**config.mk**
```make
export PLATFORM = sky130hd
export DESIGN_NAME = sync_fifo_prog
export DESIGN_NICKNAME = d
export VERILOG_FILES = /design/src/rtl/sync_fifo_prog.sv
export SDC_FILE = /design/constraint.sdc
export NUM_CORES = 1
export LEC_CHECK = 0
export CAP_MARGIN = 15
export CORE_UTILIZATION = 45
export DETAILED_ROUTE_END_ITERATION = 12
export HOLD_SLACK_MARGIN = 0.03
export SYNTH_ARGS = -nofsm -noshare
export SYNTH_HDL_FRONTEND = slang
export SYNTH_SLANG_ARGS = --single-unit
```
**constraint.sdc**
```tcl
create_clock -name clk -period 3.9 [get_ports clk]
set_input_delay 0.78 -clock clk [delete_from_list [all_inputs] [get_ports clk]]
set_output_delay 0.78 -clock clk [all_outputs]
set_load 0.01 [all_outputs]
```
**src/rtl/sync_fifo_prog.sv**
```systemverilog
// sync_fifo_prog: single-clock FIFO with programmable almost-full/almost-empty
// thresholds and a selectable read mode (registered read or first-word-fall-through).
// Optional sticky overflow/underflow flags are built when SYNC_FIFO_ERR_FLAGS_EN is defined.
//
// Handshake: a write is taken on a rising edge when wr_en && !full; a read is
// taken when rd_en && !empty. A rejected request changes no state. Flags and
// count describe the state after the last edge and never depend on inputs.
module sync_fifo_prog #(
  parameter int WIDTH     = 16,
  parameter int DEPTH     = 8,
  parameter int AF_THRESH = DEPTH - 2,
  parameter int AE_THRESH = 2,
  parameter int FWFT      = 0
) (
  input  logic                     clk,
  input  logic                     rst,
  input  logic                     wr_en,
  input  logic [WIDTH-1:0]         din,
  input  logic                     rd_en,
  output logic [WIDTH-1:0]         dout,
  output logic                     dout_valid,
  output logic                     full,
  output logic                     empty,
  output logic                     almost_full,
  output logic                     almost_empty,
  output logic [$clog2(DEPTH):0]   count
`ifdef SYNC_FIFO_ERR_FLAGS_EN
  ,
  input  logic                     err_clr,
  output logic                     overflow,
  output logic                     underflow
`endif
);

  localparam int AW = $clog2(DEPTH);
  localparam int PW = AW + 1;
  localparam logic [PW-1:0] AF_T = PW'(AF_THRESH);
  localparam logic [PW-1:0] AE_T = PW'(AE_THRESH);

  logic [WIDTH-1:0] mem [DEPTH];
  logic [PW-1:0]    wr_ptr;
  logic [PW-1:0]    rd_ptr;
  logic             wr_ok;
  logic             rd_ok;

  // The MSB of each pointer is a lap bit: equal pointers mean empty,
  // same slot on different laps means full.
  assign empty        = (rd_ptr == wr_ptr);
  assign full         = (rd_ptr[AW] != wr_ptr[AW]) && (rd_ptr[AW-1:0] == wr_ptr[AW-1:0]);
  assign almost_full  = (count >= AF_T);
  assign almost_empty = (count <= AE_T);

  // Simultaneous requests resolve naturally: at full only the read is
  // accepted, at empty only the write (no bypass of an empty FIFO).
  assign wr_ok = wr_en && !full;
  assign rd_ok = rd_en && !empty;

  // Storage write; the array is intentionally not reset.
  always_ff @(posedge clk) begin
    if (wr_ok) mem[wr_ptr[AW-1:0]] <= din;
  end

  // Pointer and occupancy registers.
  always_ff @(posedge clk or posedge rst) begin
    if (rst) begin
      wr_ptr <= '0;
      rd_ptr <= '0;
      count  <= '0;
    end else begin
      if (wr_ok) wr_ptr <= wr_ptr + PW'(1);
      if (rd_ok) rd_ptr <= rd_ptr + PW'(1);
      case ({wr_ok, rd_ok})
        2'b10:   count <= count + PW'(1);
        2'b01:   count <= count - PW'(1);
        default: count <= count;
      endcase
    end
  end

  generate
    if (FWFT != 0) begin : g_fwft
      // Head word is visible whenever the FIFO holds data; zero while empty.
      assign dout       = empty ? '0 : mem[rd_ptr[AW-1:0]];
      assign dout_valid = !empty;
    end else begin : g_reg
      // Registered read: the popped word appears one cycle after the accepted read.
      always_ff @(posedge clk or posedge rst) begin
        if (rst) begin
          dout       <= '0;
          dout_valid <= 1'b0;
        end else begin
          dout_valid <= rd_ok;
          if (rd_ok) dout <= mem[rd_ptr[AW-1:0]];
        end
      end
    end
  endgenerate

`ifdef SYNC_FIFO_ERR_FLAGS_EN
  // Sticky error flags; a new error in the same cycle beats err_clr.
  always_ff @(posedge clk or posedge rst) begin
    if (rst) begin
      overflow  <= 1'b0;
      underflow <= 1'b0;
    end else begin
      if (wr_en && full)  overflow <= 1'b1;
      else if (err_clr)   overflow <= 1'b0;
      if (rd_en && empty) underflow <= 1'b1;
      else if (err_clr)   underflow <= 1'b0;
    end
  end
`endif

endmodule

```
## Yosys cells after proc, flatten, opt, wreduce, memory -nomap -nowiden

Memories as Yosys holds them, arrays and structs flattened. A register that Yosys moved wholly into a read port is not among the register bits.
Cells that the tools add are included.

- Register bits after elaboration: 13
- Bits in writable memories: 128
- Logic and storage cells: 25
- Memories kept: 1

Memory list:

| memory | depth | width | read ports | clocked after memory_dff | wr ports | RTL line | source |
|---|---|---|---|---|---|---|---|
| mem | 8 | 16 | 1 | 1 | 1 | 40 | `logic [WIDTH-1:0] mem [DEPTH];` |

- Add/subtract/negate cells: 4
- Magnitude comparators: 2
- Equality and inequality tests: 5
- Mux-type cells: 3
- Reductions and logical operators: 6

Operator list:

| operator | number |
|---|---|
| 4-bit by 1-bit adder with 4-bit output, second input constant | 3 |
| 4-bit case mux with 2 select lines | 1 |
| 4-bit equality test | 1 |
| 4-bit by 3-bit greater-or-equal comparator with 1-bit output, second input constant | 1 |
| 4-bit by 2-bit less-or-equal comparator with 1-bit output, second input constant | 1 |
| 4-bit by 1-bit subtractor with 4-bit output, second input constant | 1 |
| 3-bit equality test | 1 |
| 1-bit logical AND | 3 |
| 2-bit by 1-bit equality test with 1-bit output, second input constant | 1 |
| 2-bit equality test, second input constant | 1 |
| 1-bit logical NOT | 2 |
| 1-bit two-way mux | 2 |
| 2-bit nonzero test | 1 |
| 1-bit inequality test | 1 |

## Logic depth before layout (Yosys ltp)

- Depth in word-level cells: 6
- Gate-level depth with buffers: 11

## Least setup slack after synthesis

Ideal clock, no wire load.

- Kind: register -> register
- Start: register rd_ptr[1]
- End: register count[3]
- Data arrival time: 2961 ps
- Data required time: 3774 ps
- Path slack: 813 ps
- Stages on the path, launching flop included: 12
- Buffers on the path: 2
- Period minus slack after synthesis: 3087 ps
- Cell sequence: dfrtp_1 > buf_4 > xor2_2 > o41ai_4 > buf_6 > inv_1 > ha_1 > ha_1 > a21o_1 > a2111oi_0 > a31oi_1 > a311o_1

RTL lines:

| what | RTL line | source |
|---|---|---|
| start, declared | 42 | `logic [PW-1:0] rd_ptr;` |
| start signal, assigned | 71 | `if (rd_ok) rd_ptr <= rd_ptr + PW'(1);` |
| 4-bit equality test * | 48 | `assign empty = (rd_ptr == wr_ptr);` |
| 1-bit logical NOT * | 56 | `assign rd_ok = rd_en && !empty;` |
| 1-bit logical AND * | 56 |  |
| net rd_ok | 44 | `logic rd_ok;` |
| 2-bit by 1-bit equality test with 1-bit output or 2-bit equality test (tied branches) | 72 | `case ({wr_ok, rd_ok})` |
| 4-bit case mux with 2 select lines or 2-bit nonzero test (tied branches) | - |  |
| end signal, assigned | 73 | `2'b10: count <= count + PW'(1);` |
| end signal, assigned | 74 | `2'b01: count <= count - PW'(1);` |
| end signal, assigned | 75 | `default: count <= count;` |
| end, declared | 26 | `output logic [$clog2(DEPTH):0] count` |

Mark *: on every way through the listed nets, which the timed path passes. The rest lies on a longest branch.
A chain may end at the register's enable or synchronous reset.

## Worst setup path after layout

- Start: register wr_ptr[1]
- End: register count[3]

- Word-level cells in the longest chain between the ends: 6

RTL lines:

| what | RTL line | source |
|---|---|---|
| start, declared | 41 | `logic [PW-1:0] wr_ptr;` |
| start signal, assigned | 70 | `if (wr_ok) wr_ptr <= wr_ptr + PW'(1);` |
| 3-bit equality test | 49 | `assign full = (rd_ptr[AW] != wr_ptr[AW]) && (rd_ptr[AW-1:0] == wr_ptr[AW-1:0]);` |
| 1-bit logical AND | 49 |  |
| 1-bit logical NOT | 55 | `assign wr_ok = wr_en && !full;` |
| 1-bit logical AND | 55 |  |
| 2-bit by 1-bit equality test with 1-bit output or 2-bit equality test (tied branches) | 72 |  |
| 4-bit case mux with 2 select lines or 2-bit nonzero test (tied branches) | - |  |

Several ways; a longest one is shown, not always the timed one.

==> run summary <==
Status: complete, no violations
Pwr/cell area: 775.1 nW/um2
Setup CP Type: reg2reg
Avg Cell Area, Syn: 19.53 um2
CTS Root Cell: clkbuf_16
Hold-fix buffers at CTS: 0
Crit start category: flip-flop
Routability cong.: 0.7332
Initial Util: 46.39%
Total Routed Length: 11.39 mm
Critical Path Sink Type: flip-flop
Number of H-tree levels: 4
Vias per cell: 5.244
Detail Route Antenna Nets: 0
Unique masters post-synth: 36
Ys Warns: 0
Layout Cells excl Fill: 569
Worst-Skew Late Latency: 0.42 ns
Number of setup violations in the final report: 0
Largest net degree at the start of global routing: 37
Cells after Synth: 317
DP Wirelength: 6.283 mm
RSZ-0062 raised after global routing: no
Initial antenna violation count: 0
Total gr overflow: 0
Worst min path class: reg2reg
Peak supply drop: 0.3177 mV
Post-CTS Setup Inserts: 0
Initial DRC Count: 124
# diodes: 0
Area grow syn2layout: 20.29%
Hold Startpoint: dout[5]$_DFFE_PP0P_
Worst-margin pin slew: 0.7086 ns
Number of global-route vias before repair: 3,008
CTS resizes: 0
Period utilization: 78.80%
Post-route minimum period: 3.073 ns
Syn_nets: 343
Area of the mapped netlist: 6192 um2
Post-route clock skew: 0.003980 ns
Avg WL per Cell: 20.01 um
Fin. Hold Viols: 0
Die Area: 14,230 um2
All-layer global routing usage: 17.71%
Max frequency: 0.3254 GHz
Crit path arrival time: 3.37 ns
Final count of pins violating max slew: 0
Setup TNS Final: 0 ns
Worst setup endpoint: count[3]$_DFFE_PP0P_
Critical Path Fanout Max: 8
Maxcap violations: 0
TritonCTS clock tree: done
Synth area leaders: edfxtp_1, dfrtp_1, mux4_2
Clock transition at the registers of the reported paths: 0.06 ns
DRT Pass-1 Iters: 4
Worst Setup SP: wr_ptr[1]$_DFFE_PP0P_
Row count: 42
Leak pwr: 2.617 nW
Die Y: 119.3 um
R2R depth: 8
CTS Sinks: 157
Final-layout fill cell count: 1,059
Synthesis-stage register bit count: 157
Worst r2r src: wr_ptr[1]$_DFFE_PP0P_
Nets@finish: 406
Most common cell after layout, fill and taps aside: edfxtp_1
Yosys top cell area share: 62.07%
R2r setup slk: 0.83 ns
WP data required: 4.20 ns
Clock Path Buffers: 2
Die width: 119.3 um
Ratio of cells with drive above 1 in the final layout: 21.63%
Buffers on Ports: 44
CTS buffer count: 17
DRC Markers: 0
Synth area leader: edfxtp_1
Vias: 2,984
Placed Instances: 536
R2R Path End: count[3]$_DFFE_PP0P_
Most frequent cells in the layout: edfxtp_1, clkdlybuf4s50_1, mux4_2
Core area: 13,350 um2
Register area share after synthesis: 73.79%
First-pass GRT wire length: 17.72 mm
Slew HR: 52.76%
Number of I/O pins: 45
flip-flops by register name, summed over array words and instances, names as in the netlist:
register    count
dout           16
dout_valid      1
count           4
wr_ptr          4
mem           128
rd_ptr          4
power breakdown:
| group | switching (mW) | leakage (nW) | internal [mW] | total [mW] |
|---|---|---|---|---|
| Combinational | 0.979 | 0.836 | 0.926 | 1.91 |
| Sequential | 0.169 | 1.51 | 2.20 | 2.37 |
| Clock | 0.617 | 0.272 | 0.880 | 1.50 |
| Total | 1.77 | 2.62 | 4.01 | 5.77 |
per-stage QoR:
step                power (mW)  setup slack [ns]  hold slack, ns  cell area [um2]  utilization, %
finish                   5.773            0.8268          0.4741             7448           55.80
global placement         4.295            0.8153          0.4627             6880           51.55
floorplan                3.676            0.8126          0.4977             6192               -
detailed placement       4.345            0.7329          0.4707             6880           51.55
CTS                      5.846            0.8717          0.4841             7421           55.60
global route             6.090            0.6223          0.5154             7448           55.80
cell families after synthesis:
family,count (synthesis),share of synthesized area (%)
flops,157,73.79
mux,51,14.81
simple gates,41,3.071
compound gates,26,3.112
buf+inv,23,1.920
xor+xnor,13,1.960
fa+ha+maj,6,1.334
cells in the mapped netlist (all sizes together):
master and count:
buf 10, o41ai 2, a311o 1, dfrtp 29
a21oi 1, a31oi 1, nand3 1, ha 5
a211oi 1, xnor2 5, nor3 5, nand2 18
nand3b 1, inv 8, o21ai 17, clkbuf 5
mux4 32, mux2 2, nor2 9, nand2b 3
xor2 8, a2111oi 1, fa 1, or2 2
mux2i 17, a21o 2, edfxtp 128, nor4 1
nor4b 1
worst min-delay path by stage:
stage                                       end  slack [ns]  cells after the start
after CTS                   dout[5]$_DFFE_PP0P_        0.48                      2
final                       dout[5]$_DFFE_PP0P_        0.47                      2
after floorplan           rd_ptr[3]$_DFFE_PP0P_        0.50                      1
after global routing        dout[5]$_DFFE_PP0P_        0.52                      2
after detailed placement    dout[5]$_DFFE_PP0P_        0.47                      2
after global placement      dout[2]$_DFFE_PP0P_        0.46                      2
worst max-delay path, cell delays in order (launching register included):
cell	delay, ns
dfrtp_1	0.48
xor2_2	0.23
o41ai_4	0.57
ha_1	0.34
ha_1	0.26
a21o_1	0.21
a2111oi_0	0.45
a31oi_1	0.08
a311o_1	0.33
final cells by class:
class | instances | area [um2] | area share, %
multi-input combinational | 137 | 1514 | 20.33
sequential | 157 | 4571 | 61.36
inverter | 8 | 30.03 | 0.4032
clock buffer | 18 | 439.2 | 5.896
tap | 176 | 220.2 | 2.956
clock inverter | 14 | 101.3 | 1.361
timing repair buffer | 59 | 573.1 | 7.694
per-layer routing:
layer	track usage (%)	vias to the layer above	share of wire (%)
met4	7.500	0	1.7
met5	0	-	0
li1	-	1374	-
met1	24.01	1539	46
met3	4.167	17	3.0
met2	27.58	54	49
Note: power is estimated with default switching activity, not from simulation.
